$ cat config.mk
export PLATFORM = sky130hd
export DESIGN_NAME = fwd_hazard_tracker
export DESIGN_NICKNAME = d
export VERILOG_FILES = /design/src/rtl/fwd_hazard_tracker_pkg.sv /design/src/rtl/fwd_src_match.sv /design/src/rtl/fwd_hazard_tracker.sv
export SDC_FILE = /design/constraint.sdc
export NUM_CORES = 1
export LEC_CHECK = 0
export ABC_AREA = 0
export CAP_MARGIN = 20
export CORE_ASPECT_RATIO = 0.7
export CORE_UTILIZATION = 48
export CTS_CLUSTER_SIZE = 20
export DETAILED_ROUTE_END_ITERATION = 12
export HOLD_SLACK_MARGIN = 0.12
export PLACE_DENSITY = 0.84
export SYNTH_ARGS = -nofsm -noshare
export SYNTH_HDL_FRONTEND = slang
export SYNTH_SLANG_ARGS = --single-unit
$ cat constraint.sdc
create_clock -name clk -period 2.4 [get_ports clk]
set_input_delay 0.36 -clock clk [delete_from_list [all_inputs] [get_ports clk]]
set_output_delay 0.36 -clock clk [all_outputs]
set_load 0.005 [all_outputs]
$ cat src/rtl/fwd_hazard_tracker_pkg.sv
// Shared select encodings and default pipeline geometry for
// the forwarding/hazard tracker and the EX operand muxes.
package fwd_hazard_tracker_pkg;

  localparam int DEF_DEPTH      = 3;
  localparam int DEF_LOAD_STAGE = 2;
  localparam int SEL_RF         = 0;

  // Stage k result is selected with code k.
  function automatic int sel_stage(input int k);
    return k;
  endfunction

endpackage

$ cat src/rtl/fwd_src_match.sv
// Per-operand priority match of one source register against
// the in-flight writer entries; youngest stage wins.
module fwd_src_match
  import fwd_hazard_tracker_pkg::*;
#(
  parameter int AW         = 4,
  parameter int DEPTH      = DEF_DEPTH,
  parameter int LOAD_STAGE = DEF_LOAD_STAGE,
  parameter int SELW       = 2
) (
  input  logic                      i_rd,
  input  logic [AW-1:0]             i_src,
  input  logic [DEPTH-1:0][AW-1:0]  i_dest,
  input  logic [DEPTH-1:0]          i_wb_en,
  input  logic [DEPTH-1:0]          i_is_load,
  input  logic                      i_fwd_en,
  output logic [SELW-1:0]           o_sel,
  output logic                      o_need_stall
);

  logic [DEPTH-1:0] w_hit;
  logic [SELW-1:0]  w_young;
  logic             w_young_ld;
  logic             w_nofwd;

  always_comb begin
    w_hit = '0;
    for (int k = 0; k < DEPTH; k++) begin
      w_hit[k] = i_rd & i_wb_en[k]
               & (i_dest[k] == i_src);
    end
  end

  always_comb begin
    w_young    = SELW'(SEL_RF);
    w_young_ld = 1'b0;
    w_nofwd    = 1'b0;
    // Walk oldest to youngest so the youngest hit is left.
    for (int k = DEPTH - 1; k >= 0; k--) begin
      if (w_hit[k]) begin
        w_young    = SELW'(sel_stage(k + 1));
        w_young_ld = i_is_load[k]
                   && ((k + 1) < LOAD_STAGE);
      end
    end
    for (int k = 0; k < DEPTH - 1; k++) begin
      w_nofwd = w_nofwd | w_hit[k];
    end
    o_sel        = i_fwd_en ? w_young
                            : SELW'(SEL_RF);
    o_need_stall = i_fwd_en ? w_young_ld : w_nofwd;
  end

endmodule

$ cat src/rtl/fwd_hazard_tracker.sv
// Forwarding and hazard unit beside ID: shadow writer pipeline,
// per-operand forwarding selects, stall and stall counter.
module fwd_hazard_tracker
  import fwd_hazard_tracker_pkg::*;
#(
  parameter int NSRC       = 2,
  parameter int AW         = 4,
  parameter int DEPTH      = DEF_DEPTH,
  parameter int LOAD_STAGE = DEF_LOAD_STAGE,
  parameter int SELW       = 2,
  parameter int CNTW       = 16
) (
  input  logic                 clk,
  input  logic                 rst,
  input  logic                 id_valid,
  input  logic [NSRC*AW-1:0]   id_src,
  input  logic [NSRC-1:0]      id_src_used,
  input  logic [AW-1:0]        id_dest,
  input  logic                 id_wb_en,
  input  logic                 id_mem_read,
  input  logic                 forward_en,
  input  logic                 flush,
  output logic [NSRC*SELW-1:0] sel,
  output logic                 stall,
  output logic [CNTW-1:0]      stall_cycles
);

  logic [DEPTH-1:0][AW-1:0] r_dest;
  logic [DEPTH-1:0]         r_wb;
  logic [DEPTH-1:0]         r_ld;
  logic [CNTW-1:0]          r_cnt;

  logic [NSRC-1:0]          w_need;
  logic [NSRC*SELW-1:0]     w_sel;
  logic                     w_stall;
  logic                     w_issue;

  for (genvar g = 0; g < NSRC; g++) begin : g_src
    fwd_src_match #(
      .AW         (AW),
      .DEPTH      (DEPTH),
      .LOAD_STAGE (LOAD_STAGE),
      .SELW       (SELW)
    ) u_match (
      .i_rd         (id_valid & id_src_used[g]),
      .i_src        (id_src[g*AW +: AW]),
      .i_dest       (r_dest),
      .i_wb_en      (r_wb),
      .i_is_load    (r_ld),
      .i_fwd_en     (forward_en),
      .o_sel        (w_sel[g*SELW +: SELW]),
      .o_need_stall (w_need[g])
    );
  end

  // A flushed instruction is dead, so it can never hazard.
  assign w_stall = (|w_need) & ~flush;
  assign w_issue = ~w_stall & ~flush;

  assign stall        = w_stall;
  assign sel          = w_stall ? '0 : w_sel;
  assign stall_cycles = r_cnt;

  always_ff @(posedge clk or posedge rst) begin
    if (rst) begin
      r_dest <= '0;
      r_wb   <= '0;
      r_ld   <= '0;
      r_cnt  <= '0;
    end else begin
      for (int k = DEPTH - 1; k >= 1; k--) begin
        r_dest[k] <= r_dest[k-1];
        r_wb[k]   <= r_wb[k-1];
        r_ld[k]   <= r_ld[k-1];
      end
      if (w_issue) begin
        r_dest[0] <= id_dest;
        r_wb[0]   <= id_wb_en & id_valid;
        r_ld[0]   <= id_mem_read & id_valid;
      end else begin
        r_dest[0] <= '0;
        r_wb[0]   <= 1'b0;
        r_ld[0]   <= 1'b0;
      end
      if (w_stall && (r_cnt != '1)) begin
        r_cnt <= r_cnt + 1'b1;
      end
    end
  end

endmodule

==> metrics <==
status=complete, but fails checks; violated checks=DRC, setup timing; Crit Path Class=input port to flop; Ys Warns=0; worst hold path class=input port to async pin; Yosys top cell area share=50.6%; Synth cell types=29; DR vias=1627; post-synthesis register bit count=32; Max Fclk=385 MHz; CTS root buf=clkbuf_8; CP Max Fanout=6; setup ws final=-200 ps; CP Buf/Inv Count=7; pwr/cell area=503 nW/um^2; total power=1.33 mW; crit-path most repeated cell=buf_4; core area=3150 sq um; Post-Syn Nets=160; Period Utilization, post-route=108%; Final Slew Violations=0; CP endpoint kind=flop; worst clock skew=13.8 ps; remaining antenna violation count after routing=0; post-synthesis cell area=1580 sq um; Longest Clk Path Bufs=2; die area=3540 sq um; RSZ-0062 raised after global routing=yes; reg2reg path depth=11; post-route DRC violation count=2; Inserted Diodes=0; htree depth=2; WL final=5990 microns; later-pin clock latency in the skew report=290 ps; initial antenna violation count=0; number of port buffers=41; Post-DP Area=2240 sq um; DP HPWL=3010 microns; Hold Buf Count CTS=0; critical path cell sequence=clkdlybuf4s15_1 > buf_6 > xnor2_2 > nand4_1 > nor4_4 > buf_4 > o21ai_4 > buf_4 > buf_4 > a211oi_4 > buf_12 > buf_8 > nand4_1 > xnor2_1; global placement routability congestion=0.923; all-layer global routing usage=between 30% and 40%; final core occ=84.3%; I/O pin total=between 40 and 50; CP required=2580 ps; largest net degree at the start of global routing=33; Synth area leaders=dfrtp_1 (51%), xnor2_1 (11%), xor2_1 (11%), nand4_1 (5.5%), and3_1 (4.3%); per-cell routed wire length=roughly 23 microns; Worst Max-Slew Pin Slew=524 ps; Initial DRT Pass Iterations=9; clock tree from TritonCTS=done; total gr overflow=0; VDD IR max=around 0.46 mV; # rows=17; vias in the first global route=1549; nets=246; Register Area=805 sq um; Fillers=between 150 and 200; clk sink count=32; Seq/Total Area, Yosys=50.6%; CP Launch Type=input port; cell taking the most area after synthesis=dfrtp_1; Mean Syn Cell Area=11.5 sq um; post-layout min period=approximately 2600 ps; Initial Utilization=slightly above 50%; max incr delay on CP=roughly 300 ps; Leakage Power=1.21 nW; layout cells sized above 1=37.3%; WP data arrival=2780 ps; Crit path max-delay family=buffers and inverters; die width=70.7 microns; Max-Cap Viols=0; reg-to-reg startpoint=r_dest[3]; Placed Instances=241; slowest CP cell=a211oi_4; multi-input logic area=938 sq um; Reg-to-Reg End=stall_cycles[9]; height of the die=about 50 microns; final non-filler cell total=263; DR vias/cell=6.19; First DRT Iteration DRCs=122; final hold violation count=0; Clock Pin Slew Worst Setup and Hold Paths=80 ps; r2r setup slk=-190 ps; TritonCTS Buffers=5; Final Instance Area=2650 sq um; Final Setup Violations=15; first-pass GRT wire length=8200 microns; Syn-to-layout area delta=67.5%; worst rel slew slack=64.8%; cells after synthesis=138
==> metrics by stage <==
| step | setup TNS (ps) | hold WS (ps) | setup WS [ps] |
|---|---|---|---|
| after floorplan | 0 | 374 | 274 |
| after global placement | -6180 | 404 | -501 |
| after detailed placement | -7680 | 403 | -580 |
| after CTS | -12.7 | 418 | -12.7 |
| after global routing | -2590 | 471 | -246 |
| final | -1120 | 450 | -200 |
==> report_power, final <==
part           internal, mW  switching (mW)
logic                0.0920          0.0853
registers             0.555          0.0241
clock network         0.366           0.212
==> layout make-up <==
cell class | instances | share of cell area [%]
multi-input combinational | 102 | 35.4
sequential | 32 | 30.3
timing repair buffer | 82 | 27.6
clock buffer | 7 | 3.63
tap | 38 | 1.79
clock inverter | 1 | 1.13
inverter | 1 | 0.142
==> flip-flops by register name, summed over array words and instances (netlist names) <==
| register | count |
|---|---|
| r_wb | 3 |
| r_ld | 1 |
| r_dest | 12 |
| stall_cycles | 16 |
==> cells in the final DEF, fill, tap and decap left out, types with 4 or more instances in the layout <==
master,netlist,routed
buf_4,0,33
dfrtp_1,32,29
clkdlybuf4s50_1,0,25
xnor2_1,19,16
nand4_1,14,14
xor2_1,19,12
and3_1,11,11
dlygate4sd2_1,0,9
clkbuf_8,0,7
xor2_2,0,6
buf_6,1,6
nor2_1,5,5
nand2_1,5,5
and2_1,5,4
==> worst max path at each step <==
stage	start	depth (start not counted)	end	slack [ps]
after global routing	id_src[0]	14	stall_cycles[9]	-250
after detailed placement	id_src[3]	7	stall	-580
after global placement	id_src[7]	9	stall	-500
after CTS	r_dest[1]	7	stall	-10
final	id_src[0]	14	stall_cycles[9]	-200
after floorplan	r_dest[6]	7	stall_cycles[3]	270
==> cell usage after synthesis (all sizes together) <==
master	number
or4	1
a21o	1
xnor2	19
nor3	3
nor2	5
clkbuf	1
nand4	14
a21oi	1
buf	2
nand3	4
nor2b	1
dfrtp	32
mux2	2
and4bb	1
xor2	19
nor4	2
and2	5
o21ai	2
a211oi	3
a41oi	1
nand2	5
inv	1
a31oi	1
ha	1
and3	11
==> worst register-to-register path: stages (launching register included) <==
cell and delay (ps):
dfrtp_1 450, xor2_2 200, nor4_4 330, buf_4 190, o21ai_4 70, buf_4 130
buf_4 130, a211oi_4 300, buf_12 160, buf_8 110, nand4_1 140, xnor2_1 280
==> cells by family (layout without fill, tap and decap cells) <==
logic type / count (synthesis) / in the layout / share of synthesized area, %
compound gates: 9 / 9 / 4.58
flops: 32 / 32 / 50.6
mux: 2 / 2 / 1.42
xor+xnor: 38 / 38 / 21.0
fa+ha+maj: 1 / 1 / 0.790
buf+inv: 4 / 91 / 1.50
simple gates: 52 / 52 / 20.1
==> per-layer routing <==
layer | GRT usage [%] | wire (microns) | share of wire [%]
met5 | 0 | 0 | 0
met4 | 16.3 | 329 | 5.5
met3 | 7.36 | 573 | 9.6
met1 | 42.4 | 2300 | 38
met2 | 51.6 | 2790 | 47
==> timing repair <==
| item | CTS | global route |
|---|---|---|
| pin swaps | 6 | 16 |
| setup buffers | 6 | 8 |
| endpoints found under the setup margin | 16 | 17 |
| gates resized for setup | 49 | 19 |
No activity file was read; power rests on OpenSTA's default activity.
